### src/rtl/tlb_ctrl_if.sv
// Bus bundle between the TLB sequencer, its requester, the page-table walker and the TLB CAM.
interface tlb_ctrl_if #(
  parameter int unsigned VPN_W = 20,
  parameter int unsigned PPN_W = 22,
  parameter int unsigned PTE_W = 32,
  parameter int unsigned IDX_W = 5,
  parameter int unsigned TLB_W = 52
);
  // Requester side
  logic             req_valid;
  logic             req_ready;
  logic [VPN_W-1:0] req_vpn;
  logic             resp_valid;
  logic [PPN_W-1:0] resp_ppn;
  logic [3:0]       resp_perm;
  logic             resp_fault;
  // Page-table walker side
  logic             ptw_req_valid;
  logic [VPN_W-1:0] ptw_req_vpn;
  logic             ptw_resp_valid;
  logic [PTE_W-1:0] ptw_resp_pte;
  logic             ptw_resp_fault;
  // Flush control
  logic             flush;
  logic             flush_busy;
  // CAM side
  logic             cam_re;
  logic [VPN_W-1:0] cam_vpn;
  logic             cam_we;
  logic [IDX_W-1:0] cam_write_addr;
  logic [TLB_W-1:0] cam_write_data;
  logic             cam_miss;
  logic             cam_valid_data;
  logic [PPN_W+3:0] cam_output_data;
  logic [IDX_W-1:0] cam_access_addr;

  // The sequencer itself
  modport slave (
    input  req_valid, req_vpn, ptw_resp_valid, ptw_resp_pte, ptw_resp_fault, flush,
           cam_miss, cam_valid_data, cam_output_data, cam_access_addr,
    output req_ready, resp_valid, resp_ppn, resp_perm, resp_fault, ptw_req_valid,
           ptw_req_vpn, flush_busy, cam_re, cam_vpn, cam_we, cam_write_addr, cam_write_data
  );

  // Everything surrounding the sequencer
  modport master (
    output req_valid, req_vpn, ptw_resp_valid, ptw_resp_pte, ptw_resp_fault, flush,
           cam_miss, cam_valid_data, cam_output_data, cam_access_addr,
    input  req_ready, resp_valid, resp_ppn, resp_perm, resp_fault, ptw_req_valid,
           ptw_req_vpn, flush_busy, cam_re, cam_vpn, cam_we, cam_write_addr, cam_write_data
  );
endinterface

### src/rtl/tlb_ctrl.sv
// TLB sequencer: CAM lookup, page-table walk on miss, victim fill, and 32-entry flush sweep.
module tlb_ctrl #(
  parameter int unsigned VPN_W   = 20,
  parameter int unsigned PPN_W   = 22,
  parameter int unsigned PTE_W   = 32,
  parameter int unsigned ENTRIES = 32,
  parameter int unsigned IDX_W   = 5,
  parameter int unsigned TLB_W   = 52
) (
  input logic        clk,
  input logic        rst,
  tlb_ctrl_if.slave  bus
);

  typedef enum logic [2:0] {StIdle, StLookup, StWalk, StFill, StFault, StFlush} state_e;

  state_e             state_q, state_d;
  logic [VPN_W-1:0]   vpn_q, vpn_d;
  logic [PTE_W-1:0]   pte_q, pte_d;
  logic [ENTRIES-1:0] valid_q, valid_d;
  logic [IDX_W-1:0]   rr_q, rr_d;
  logic [IDX_W-1:0]   flush_cnt_q, flush_cnt_d;
  logic               flush_pending_q, flush_pending_d;
  logic               resp_valid_q, resp_valid_d;
  logic               resp_fault_q, resp_fault_d;
  logic [PPN_W-1:0]   resp_ppn_q, resp_ppn_d;
  logic [3:0]         resp_perm_q, resp_perm_d;

  logic               flush_now;
  logic               req_ready;
  logic               accept;
  logic [IDX_W-1:0]   victim;
  logic               shadow_full;
  logic               cam_we;
  logic [IDX_W-1:0]   cam_write_addr;
  logic [TLB_W-1:0]   cam_write_data;

  // A flush pulse in the same IDLE cycle as a request already wins over it.
  assign flush_now   = flush_pending_q | bus.flush;
  assign req_ready   = (state_q == StIdle) && !flush_now;
  assign accept      = bus.req_valid && req_ready;
  assign shadow_full = &valid_q;

  // Victim: lowest-indexed invalid entry, else the round-robin pointer.
  always_comb begin
    victim = rr_q;
    for (int i = ENTRIES - 1; i >= 0; i--) begin
      if (!valid_q[i]) victim = IDX_W'(i);
    end
  end

  // Next-state, CAM write port and response registers.
  always_comb begin
    state_d         = state_q;
    vpn_d           = vpn_q;
    pte_d           = pte_q;
    valid_d         = valid_q;
    rr_d            = rr_q;
    flush_cnt_d     = flush_cnt_q;
    flush_pending_d = flush_pending_q | bus.flush;
    resp_valid_d    = 1'b0;
    resp_fault_d    = resp_fault_q;
    resp_ppn_d      = resp_ppn_q;
    resp_perm_d     = resp_perm_q;
    cam_we          = 1'b0;
    cam_write_addr  = '0;
    cam_write_data  = '0;
    unique case (state_q)
      StIdle: begin
        if (flush_now) begin
          // Entering the sweep consumes the pending flush and forgets all entries.
          state_d         = StFlush;
          flush_pending_d = 1'b0;
          valid_d         = '0;
          rr_d            = '0;
          flush_cnt_d     = '0;
        end else if (accept) begin
          vpn_d   = bus.req_vpn;
          state_d = StLookup;
        end
      end
      StLookup: begin
        if (bus.cam_valid_data) begin
          resp_valid_d = 1'b1;
          resp_ppn_d   = bus.cam_output_data[PPN_W+3:4];
          resp_perm_d  = bus.cam_output_data[3:0];
          resp_fault_d = 1'b0;
          state_d      = StIdle;
        end else if (bus.cam_miss) begin
          state_d = StWalk;
        end
      end
      StWalk: begin
        if (bus.ptw_resp_valid) begin
          if (bus.ptw_resp_fault || !bus.ptw_resp_pte[0]) begin
            state_d = StFault;
          end else begin
            pte_d   = bus.ptw_resp_pte;
            state_d = StFill;
          end
        end
      end
      StFill: begin
        cam_we          = 1'b1;
        cam_write_addr  = victim;
        cam_write_data  = {vpn_q, pte_q};
        valid_d[victim] = 1'b1;
        if (shadow_full) rr_d = rr_q + 1'b1;
        resp_valid_d    = 1'b1;
        resp_ppn_d      = pte_q[PTE_W-1:10];
        resp_perm_d     = pte_q[4:1];
        resp_fault_d    = 1'b0;
        state_d         = StIdle;
      end
      StFault: begin
        resp_valid_d = 1'b1;
        resp_fault_d = 1'b1;
        resp_ppn_d   = '0;
        resp_perm_d  = '0;
        state_d      = StIdle;
      end
      StFlush: begin
        cam_we         = 1'b1;
        cam_write_addr = flush_cnt_q;
        flush_cnt_d    = flush_cnt_q + 1'b1;
        if (flush_cnt_q == IDX_W'(ENTRIES - 1)) begin
          flush_cnt_d = '0;
          state_d     = StIdle;
        end
      end
      default: state_d = StIdle;
    endcase
  end

  // State and datapath registers with synchronous reset.
  always_ff @(posedge clk) begin
    if (rst) begin
      state_q         <= StIdle;
      vpn_q           <= '0;
      pte_q           <= '0;
      valid_q         <= '0;
      rr_q            <= '0;
      flush_cnt_q     <= '0;
      flush_pending_q <= 1'b0;
      resp_valid_q    <= 1'b0;
      resp_fault_q    <= 1'b0;
      resp_ppn_q      <= '0;
      resp_perm_q     <= '0;
    end else begin
      state_q         <= state_d;
      vpn_q           <= vpn_d;
      pte_q           <= pte_d;
      valid_q         <= valid_d;
      rr_q            <= rr_d;
      flush_cnt_q     <= flush_cnt_d;
      flush_pending_q <= flush_pending_d;
      resp_valid_q    <= resp_valid_d;
      resp_fault_q    <= resp_fault_d;
      resp_ppn_q      <= resp_ppn_d;
      resp_perm_q     <= resp_perm_d;
    end
  end

  assign bus.req_ready      = req_ready;
  assign bus.resp_valid     = resp_valid_q;
  assign bus.resp_ppn       = resp_ppn_q;
  assign bus.resp_perm      = resp_perm_q;
  assign bus.resp_fault     = resp_fault_q;
  assign bus.ptw_req_valid  = (state_q == StWalk);
  assign bus.ptw_req_vpn    = vpn_q;
  assign bus.flush_busy     = flush_pending_q | (state_q == StFlush);
  assign bus.cam_re         = accept;
  assign bus.cam_vpn        = accept ? bus.req_vpn : vpn_q;
  assign bus.cam_we         = cam_we;
  assign bus.cam_write_addr = cam_write_addr;
  assign bus.cam_write_data = cam_write_data;

endmodule
### src/flat_wrapper.sv
// flat-port wrapper written by rule: the top's interface ports become plain ports
module tlb_ctrl_flat 
#(
  parameter int unsigned VPN_W   = 20,
  parameter int unsigned PPN_W   = 22,
  parameter int unsigned PTE_W   = 32,
  parameter int unsigned ENTRIES = 32,
  parameter int unsigned IDX_W   = 5,
  parameter int unsigned TLB_W   = 52
)
  (clk, rst, bus_req_valid, bus_req_vpn, bus_ptw_resp_valid, bus_ptw_resp_pte, bus_ptw_resp_fault, bus_flush, bus_cam_miss, bus_cam_valid_data, bus_cam_output_data, bus_cam_access_addr, bus_req_ready, bus_resp_valid, bus_resp_ppn, bus_resp_perm, bus_resp_fault, bus_ptw_req_valid, bus_ptw_req_vpn, bus_flush_busy, bus_cam_re, bus_cam_vpn, bus_cam_we, bus_cam_write_addr, bus_cam_write_data);
  tlb_ctrl_if #(.VPN_W(VPN_W), .PPN_W(PPN_W), .PTE_W(PTE_W), .IDX_W(IDX_W), .TLB_W(TLB_W)) bus_i ();
  input logic clk;
  input logic rst;
  input wire logic [$bits(bus_i.req_valid)-1:0] bus_req_valid;
  input wire logic [$bits(bus_i.req_vpn)-1:0] bus_req_vpn;
  input wire logic [$bits(bus_i.ptw_resp_valid)-1:0] bus_ptw_resp_valid;
  input wire logic [$bits(bus_i.ptw_resp_pte)-1:0] bus_ptw_resp_pte;
  input wire logic [$bits(bus_i.ptw_resp_fault)-1:0] bus_ptw_resp_fault;
  input wire logic [$bits(bus_i.flush)-1:0] bus_flush;
  input wire logic [$bits(bus_i.cam_miss)-1:0] bus_cam_miss;
  input wire logic [$bits(bus_i.cam_valid_data)-1:0] bus_cam_valid_data;
  input wire logic [$bits(bus_i.cam_output_data)-1:0] bus_cam_output_data;
  input wire logic [$bits(bus_i.cam_access_addr)-1:0] bus_cam_access_addr;
  output wire logic [$bits(bus_i.req_ready)-1:0] bus_req_ready;
  output wire logic [$bits(bus_i.resp_valid)-1:0] bus_resp_valid;
  output wire logic [$bits(bus_i.resp_ppn)-1:0] bus_resp_ppn;
  output wire logic [$bits(bus_i.resp_perm)-1:0] bus_resp_perm;
  output wire logic [$bits(bus_i.resp_fault)-1:0] bus_resp_fault;
  output wire logic [$bits(bus_i.ptw_req_valid)-1:0] bus_ptw_req_valid;
  output wire logic [$bits(bus_i.ptw_req_vpn)-1:0] bus_ptw_req_vpn;
  output wire logic [$bits(bus_i.flush_busy)-1:0] bus_flush_busy;
  output wire logic [$bits(bus_i.cam_re)-1:0] bus_cam_re;
  output wire logic [$bits(bus_i.cam_vpn)-1:0] bus_cam_vpn;
  output wire logic [$bits(bus_i.cam_we)-1:0] bus_cam_we;
  output wire logic [$bits(bus_i.cam_write_addr)-1:0] bus_cam_write_addr;
  output wire logic [$bits(bus_i.cam_write_data)-1:0] bus_cam_write_data;
  assign bus_i.req_valid = bus_req_valid;
  assign bus_i.req_vpn = bus_req_vpn;
  assign bus_i.ptw_resp_valid = bus_ptw_resp_valid;
  assign bus_i.ptw_resp_pte = bus_ptw_resp_pte;
  assign bus_i.ptw_resp_fault = bus_ptw_resp_fault;
  assign bus_i.flush = bus_flush;
  assign bus_i.cam_miss = bus_cam_miss;
  assign bus_i.cam_valid_data = bus_cam_valid_data;
  assign bus_i.cam_output_data = bus_cam_output_data;
  assign bus_i.cam_access_addr = bus_cam_access_addr;
  assign bus_req_ready = bus_i.req_ready;
  assign bus_resp_valid = bus_i.resp_valid;
  assign bus_resp_ppn = bus_i.resp_ppn;
  assign bus_resp_perm = bus_i.resp_perm;
  assign bus_resp_fault = bus_i.resp_fault;
  assign bus_ptw_req_valid = bus_i.ptw_req_valid;
  assign bus_ptw_req_vpn = bus_i.ptw_req_vpn;
  assign bus_flush_busy = bus_i.flush_busy;
  assign bus_cam_re = bus_i.cam_re;
  assign bus_cam_vpn = bus_i.cam_vpn;
  assign bus_cam_we = bus_i.cam_we;
  assign bus_cam_write_addr = bus_i.cam_write_addr;
  assign bus_cam_write_data = bus_i.cam_write_data;
  tlb_ctrl #(.VPN_W(VPN_W), .PPN_W(PPN_W), .PTE_W(PTE_W), .ENTRIES(ENTRIES), .IDX_W(IDX_W), .TLB_W(TLB_W)) u_core (.clk(clk), .rst(rst), .bus(bus_i));
endmodule
### config.mk
export PLATFORM = sky130hd
export DESIGN_NAME = tlb_ctrl_flat
export DESIGN_NICKNAME = d
export VERILOG_FILES = /design/src/rtl/tlb_ctrl_if.sv /design/src/rtl/tlb_ctrl.sv /design/src/flat_wrapper.sv
export SDC_FILE = /design/constraint.sdc
export NUM_CORES = 1
export LEC_CHECK = 0
export CAP_MARGIN = 20
export CORE_MARGIN = 2
export CORE_UTILIZATION = 47
export DETAILED_ROUTE_END_ITERATION = 7
export PLACE_DENSITY_LB_ADDON = 0.08
export SETUP_SLACK_MARGIN = 0.2
export SLEW_MARGIN = 15
export SYNTH_ARGS = -nofsm -noshare
export SYNTH_HDL_FRONTEND = slang
export SYNTH_SLANG_ARGS = --single-unit
### constraint.sdc
create_clock -name clk -period 2.8 [get_ports clk]
set_input_delay 0.56 -clock clk [delete_from_list [all_inputs] [get_ports clk]]
set_output_delay 0.56 -clock clk [all_outputs]
set_load 0.01 [all_outputs]
# ---- Word level (Yosys, flattened, before mapping)
# Cells that the tools add are included.
dict set report classes {
  addsub 2
  n_lt_le_gt_ge 2
  n_eq_ne 13
  muxes 61
  n_bitwise 5
  n_reduce_logical 21
}
# op n
set op_table {}
lappend op_table {{$mux 5} 35}
lappend op_table {{$pmux 22 s3} 1}
lappend op_table {{$pmux 32 s2} 1}
lappend op_table {{$mux 52} 1}
lappend op_table {{$mux 32} 1}
lappend op_table {{$or 32x32->32} 1}
lappend op_table {{$reduce_and 32->1} 1}
lappend op_table {{$pmux 5 s2} 3}
lappend op_table {{$mux 22} 1}
lappend op_table {{$mux 3} 7}
lappend op_table {{$mux 20} 1}
lappend op_table {{$pmux 3 s4} 1}
lappend op_table {{$pmux 4 s3} 1}
lappend op_table {{$add 5x1->5 const B} 2}
lappend op_table {{$reduce_and 2->1} 4}
lappend op_table {{$eq 3x2->1 const B} 2}
lappend op_table {{$eq 3x3->1 const B} 2}
lappend op_table {{$lt 5x6->1 const B} 1}
lappend op_table {{$ne 2x1->1 const B} 3}
lappend op_table {{$reduce_and 3->1} 2}
lappend op_table {{$reduce_or 2->1} 3}
lappend op_table {{$demux 1 s5} 1}
lappend op_table {{$eq 5x5->1 const B} 1}
lappend op_table {{$ge 5x1->1 const B} 1}
lappend op_table {{other kinds (17)} 27}
dict set report totals {
  reg_bits 126
  out_inout_bits 130
}

# ---- Depth between registers and ports, before layout
# Gate-level depths: netlist of run 1.
dict set report depth {
  word_depth 38
  depth_mapped 9
  depth_no_buf 9
}

# ---- Worst setup path before layout of run 1
# OpenSTA, ideal clock, no wires.
dict set report synth_path {
  path_type {flip-flop to output port}
  start {register u_core.state_q[0]}
  end {output port bus_cam_vpn[10]}
  arrival_time_ns 1.524
  required_ns 2.240
  setup_slack_ns 0.716
  stages_incl_launch_ff 7
  path_buffers 2
  path_cell_list {dfxtp_1 buf_2 nor3_1 and2_1 nand2_1 buf_2 mux2_2}
}
dict set report synth_between {
  elab_chain_len 4
}
# item line_no
set synth_lines {}
lappend synth_lines {{start, declared} tlb_ctrl.sv:17} ;# state_e state_q, state_d;
lappend synth_lines {{start signal, assigned} tlb_ctrl.sv:138} ;# state_q <= StIdle;
lappend synth_lines {{start signal, assigned} tlb_ctrl.sv:150} ;# state_q <= state_d;
lappend synth_lines {{$logic_not 3->1} tlb_ctrl.sv:40} ;# assign req_ready = (state_q == StIdle) && !flush_now;
lappend synth_lines {{$logic_and 1x1->1} tlb_ctrl.sv:40}
lappend synth_lines {{named net bus_req_ready} flat_wrapper.sv:25} ;# output wire logic [$bits(bus_i.req_ready)-1:0] bus_req_ready;
lappend synth_lines {{$logic_and 1x1->1} tlb_ctrl.sv:41} ;# assign accept = bus.req_valid && req_ready;
lappend synth_lines {{$mux 20} tlb_ctrl.sv:173} ;# assign bus.cam_vpn = accept ? bus.req_vpn : vpn_q;
lappend synth_lines {{end, declared} flat_wrapper.sv:34} ;# output wire logic [$bits(bus_i.cam_vpn)-1:0] bus_cam_vpn;
# The timed path passes the listed nets, and every way through them passes these cells.

# ---- Worst setup path after layout of run 1
dict set report layout_path {
  start {register u_core.state_q[2]}
  end {output port bus_cam_vpn[13]}
}
dict set report layout_between {
  elab_chain_len 4
}
# item line_no
set layout_lines {}
lappend layout_lines {{$logic_not 3->1} tlb_ctrl.sv:40}
lappend layout_lines {{$logic_and 1x1->1} tlb_ctrl.sv:40}
lappend layout_lines {{$logic_and 1x1->1} tlb_ctrl.sv:41}
lappend layout_lines {{$mux 20} tlb_ctrl.sv:173}
# Every way passes these cells.

==> results of run 1 <==
per-layer routing:
metal  wire, um  part of all wire, %  up-vias
li1           -                    -     2838
met1       7330                   39     2794
met2       9200                   49      288
met3       1660                  8.8       54
met4        612                  3.3        0
met5          0                    0        -
worst paths after layout:
path | slack [ns] | endpoint | cells past startpoint | startpoint
max | 0.21 | bus_cam_vpn[13] | 7 | u_core.state_q[2]
min reg2reg | 0.45 | u_core.pte_q[17] | 2 | u_core.pte_q[17]
max reg2reg | 0.25 | u_core.rr_q[4] | 16 | u_core.flush_pending_q
min | 0.45 | u_core.pte_q[17] | 2 | u_core.pte_q[17]
final cells by class:
class | count | area, sq um
inverters | 12 | 45.0
repair buffers | 272 | 2540
flip-flops and latches | 126 | 2560
multi-input cells | 495 | 2950
well taps | 143 | 179
clock buffers | 23 | 488
fillers | 798 | 2580
clock inverters | 6 | 133
power groups by stage:
stage	Clock (mW)	Sequential, mW	Combinational, mW
after floorplan	0	2.30	0.921
after global placement	0	2.23	1.94
after detailed placement	0	2.25	1.98
after CTS	2.35	2.23	2.12
after global routing	2.43	2.26	2.38
final	2.34	2.23	2.20
stage by stage:
step | area (sq um) | setup WS, ns | setup TNS [ns]
final | 8890 | 0.212 | 0
after global routing | 8890 | 0.112 | 0
after CTS | 8800 | 0.0630 | 0
after detailed placement | 7930 | -0.167 | -3.06
after global placement | 7930 | -0.140 | -2.45
after floorplan | 5550 | 0.716 | 0
state kept, by name, indices dropped and copies added, names as in the netlist:
register and flops:
u_core.pte_q 32, u_core.valid_q 32, u_core.bus.resp_ppn 22, u_core.bus.ptw_req_vpn 20, u_core.flush_cnt_q 5, u_core.rr_q 5
u_core.bus.resp_perm 4, u_core.state_q 3, u_core.bus.resp_fault 1, u_core.bus.resp_valid 1, u_core.flush_pending_q 1
cell families (layout without fill, tap and decap cells):
| kind of cell | count (synthesis) | in the layout | synth area share (%) |
|---|---|---|---|
| flip-flops | 126 | 126 | 45.4 |
| multiplexers | 20 | 20 | 4.06 |
| adder cells (fa/ha/maj) | 3 | 3 | 0.676 |
| XOR/XNOR | 3 | 3 | 0.473 |
| AND/OR/NAND/NOR | 300 | 300 | 26.6 |
| buffers and inverters | 51 | 313 | 3.61 |
| AO/OA/AOI/OAI | 169 | 169 | 19.2 |
cells in the final DEF, fill, tap and decap left out, drive strengths merged, types with 28 or more instances in the layout:
master / count
clkdlybuf4s50: 135
nand2: 101
nor2: 60
buf: 66
dlygate4sd2: 54
and2: 55
dfxtp: 126
a21oi: 76
nor2b: 28
clkbuf: 33
worst reg2reg max path: cells and delay by family, from the launching register on:
kind            cells  cell delay (ns)
xor+xnor            1             0.15
buf+inv             9             1.10
flops               1             0.37
compound gates      1             0.12
simple gates        5             0.71
repair_timing:
item / in CTS / in global routing
gates resized for setup: 153 / 34
gates cloned: 3 / 0
endpoints found under the setup margin: 81 / 25
setup buffers: 21 / 13
hold endpoints to repair: 0 / 0
pin swaps: 13 / 11
==> metrics, run 1 <==
Overall Power=between 6 and 7 mW; Clock power frac=roughly a third; CTS Hold Bufs=0; critical path fanouts, max=7; Final Max Slew Viols=0; final hold violation count=0; met1 usage in global routing=between 30% and 40%; Comb power frac=between 30% and 40%; Yosys warnings=0; Critical Path, Cell by Cell=nor3_4 -> and2_4 -> nand2_4 -> buf_6 -> buf_12 -> mux2_2 -> clkdlybuf4s15_1; initial DRC count=approximately 420; chip height=about 110 um; Inserted Clock Buffers=17; Critical Path End Type=primary output; Routed Antenna Nets=0; initial antenna violation count=0; met2 Track Usage GR=46.0%; num rows=39; Final GP Congestion=~0.94; Worst Path Class, Setup=reg -> out; Core Area=0.0115 sq mm; synthesized area=~0.0056 sq mm; Max Root-Sink Buffers=2; cell-internal power=roughly 4.8 mW; clk root buf=clkbuf_16; CP Launch Type=register; Skew-Pair Late Insertion Delay=0.42 ns; Mapped Cells=~670; Max VDD drop=about 0.83 mV; PortBufs=215; share of synthesized registers carrying an async set or reset=0%; clock-pin transition on the worst setup and hold timing paths=~0.05 ns; via-per-instance ratio=approximately 5.5; Util after Layout=roughly 78%; total grt overflow=0; Post-synth EDFFs=0; sequential share of power=roughly a third; Clock Sinks=~130; top cell type's share of synthesized area=roughly 45%; GRT busiest layer=met2; Nets=slightly above 1000; syn_nets=766; Leak Pwr=around 3.6 nW; final hold slack=approximately 0.45 ns; Slew HR=between 40% and 50%; share of cells above drive strength 1=18.4%; Critical Path AT=2.03 ns; IO Pins=around 220; max cap viols=0; routed wire length per instance=17.5 um; min Tclk post-route=~2.6 ns; DRT Wirelength=between 15 and 20 mm; P per Cell Area=between 700 and 800 mW/mm^2; vias in the first global route=5870; fin crit share=92.4%; status=finished, final reports clean; met3 Use GR=about a tenth; die area=approximately 0.013 sq mm; Critical path buffers and inverters=3; Psw=~2.0 mW; largest net degree at the start of global routing=between 70 and 80; sequential fraction of the synthesis area=a little under half; Netlist cell types=48; chip width=113 um; CP peak stage delay=0.38 ns; CP max-delay cell=dfxtp_4; placed cell count=roughly 1000; antenna fix cells=0; delay-heaviest family, CP=buffers and inverters; Starting Density=between 40% and 50%; first-pass GRT wire length=about 29 mm; Remaining DRCs=0; vias=between 5000 and 6000; CTS tree=done; maximum clock frequency=slightly below 0.4 GHz; htree depth=4; Global Route Usage Sum=roughly 29%; final setup violation count=0; Initial DRT Pass Iterations=5; clock skew=0.00724 ns; Hold/Removal Path Class=reg -> reg; layout overhead on the synthesized area=60.1%; Sw Share=between 20% and 30%; Post-Syn Area per Cell=about 8.3 sq um; most frequent cell after synthesis=dfxtp_1; Slew @ Worst Pin=a little under 0.8 ns; dpl hpwl=12.2 mm; non-filler cells, final=about 1100; unrepaired setup endpoints after global routing=yes; top cells by count, synth=dfxtp_1 (126), nand2_1 (101), a21oi_1 (75); Area contributors post-synth=dfxtp_1 (45%), nand2_1 (6.8%), a21oi_1 (6.8%), and2_1 (6.2%), mux2_2 (4.1%); WP data required=around 2.2 ns; leading area contributor after synthesis=dfxtp_1; prevailing post-synth register cell=dfxtp_1; FF+latch count, synth=around 130
(Power assumes the default switching activity.)
==> inputs of run 2 (changes only) <==
- CORE_UTILIZATION: 47 -> 35
- CTS_CLUSTER_SIZE: unset -> 8
- SETUP_SLACK_MARGIN: 0.2 -> unset
==> run 2 against run 1 <==
Effect of this change: critical path type unchanged; clock power decreased by 5%; register-to-register slack got worse by 0.12 ns; via count fell by 3.3%; largest power group unchanged; highest routed layer unchanged; first-iteration DRC count decreased by 20%.
==> metrics, run 2 (synthesis gave the netlist of run 1 again) <==
clock-pin transition on the worst setup and hold timing paths=0.06 ns (about the same); routed wire length per instance=16.3 um (-6.8%); final hold violation count=0 (unchanged); Final GP Congestion=0.914 (-2.3%); final hold slack=0.451 ns (+0.00278 ns); unrepaired setup endpoints after global routing=yes; vias=5779 (-3.3%); pre-CTS setup slack=-0.164 ns (+0.00380 ns); critical path fanouts, max=7 (unchanged); die area=0.0169 sq mm (+33%); clock skew=0.0138 ns (+0.00654 ns); fillers=1417 (+78%); maximum clock frequency=0.365 GHz (-5.5%); CTS Hold Bufs=0 (unchanged); Worst Path Class, Setup=reg -> out; Nets=1005 (-1.3%); final setup violation count=0 (unchanged); min Tclk post-route=2.74 ns (+0.150 ns); Max VDD drop=0.538 mV (-35%); Final Max Slew Viols=0 (unchanged); most common cell after layout, fill and taps aside=clkdlybuf4s50_1; total grt overflow=0 (unchanged); chip width=130 um (+15%); Core Area=0.0157 sq mm (+37%); Max Root-Sink Buffers=2 (unchanged); most frequent cells in the layout=clkdlybuf4s50_1 (156), dfxtp_1 (115), nand2_1 (100), a21oi_1 (72), nor2_1 (57); layout overhead on the synthesized area=63.3%; Skew-Pair Late Insertion Delay=0.42 ns (about the same); vias in the first global route=5544 (-5.6%); Initial DRT Pass Iterations=5 (unchanged); WP data required=2.24 ns (about the same); Global Route Usage Sum=21.6% (-7.0 points); final setup margin=0.0619 ns (-0.150 ns); IO Pins=221 (unchanged); Clock Sinks=126 (unchanged); num rows=46 (+18%); chip height=130 um (+15%); via-per-instance ratio=5.07 (-8.6%); dpl hpwl=12.9 mm (+6.0%); P per Cell Area=717 mW/mm^2 (-5.8%); Routed Antenna Nets=0 (unchanged); CTS tree=done; Inserted Clock Buffers=17 (unchanged); Remaining DRCs=0 (unchanged); largest net degree at the start of global routing=51 (-29%); share of cells above drive strength 1=14.4% (-4.0 points); Placement Cell Area=0.00807 sq mm (+1.7%); DRT Wirelength=18.5 mm (-1.4%); antenna fix cells=0 (unchanged); CP Launch Type=register; Hold/Removal Path Class=reg -> reg; clk root buf=clkbuf_16; Critical Path AT=2.18 ns (+0.15 ns); Slew HR=45.7% (-2.8 points); PortBufs=215 (unchanged); Leak Pwr=4.01 nW (+9.9%); fin crit share=97.8% (+5.4 points); initial DRC count=336 (-20%); Critical Path End Type=primary output; Final Cell Area=0.00907 sq mm (+2.0%); initial antenna violation count=0 (unchanged); first-pass GRT wire length=28.5 mm (-1.9%); htree depth=4 (unchanged); Slew @ Worst Pin=0.806 ns (+0.0328 ns); Overall Power=6.51 mW (-4.0%); max cap viols=0 (unchanged); status=finished, final reports clean; Starting Density=35.3% (-13 points)
==> run 2: what timing repair did <==
action | CTS | global route
resized for setup | 45 | 55
setup endpoints to repair | 27 | 64
pin swaps | 6 | 7
buffers inserted | 11 | 6
cloned | 2 | 1
==> run 2: cell type report <==
type | count | area, sq um | area share, %
inverter | 12 | 45.0 | 0.497
tap | 216 | 270 | 2.98
timing repair buffer | 259 | 2650 | 29.3
multi-input combinational | 495 | 2970 | 32.7
sequential | 126 | 2540 | 28.0
clock buffer | 20 | 457 | 5.04
clock inverter | 12 | 143 | 1.57
==> run 2: critical path: stages (launching register included) <==
cell and delay, ns:
dfxtp_1 0.48, nand4_1 0.24, nor3_4 0.25, nand4_1 0.16, nand2_1 0.08, clkdlybuf4s50_1 0.55
==> run 2: layer usage <==
metal	GRT usage, %	up-vias	share of wire [%]
met5	0	-	0
met4	8.60	0	2.0
met3	6.72	28	7.7
met2	35.4	213	49
met1	26.6	2715	42
li1	-	2823	-
==> run 2: path summary, 6_finish.rpt <==
check	from	end	slack, ns	cells past startpoint
max reg2reg	u_core.valid_q[27]	u_core.rr_q[3]	0.13	16
min	u_core.pte_q[10]	u_core.pte_q[10]	0.45	2
min reg2reg	u_core.pte_q[10]	u_core.pte_q[10]	0.45	2
max	u_core.valid_q[7]	bus_cam_write_addr[4]	0.06	5
==> run 2: metrics by stage <==
step	instances	TNS [ns]	util (%)
2_1_floorplan	672	0	-
3_3_place_gp	1088	-2.76	51.3
3_5_place_dp	1088	-2.91	51.3
4_1_cts	1133	-0.0283	56.3
5_1_grt	1140	-0.185	57.7
6_report	1140	0	57.7
==> run 2: power breakdown <==
part	internal (mW)	switching (mW)	leakage (nW)
registers	2.05	0.139	1.03
clock network	1.43	0.790	0.291
logic	1.06	1.04	2.69
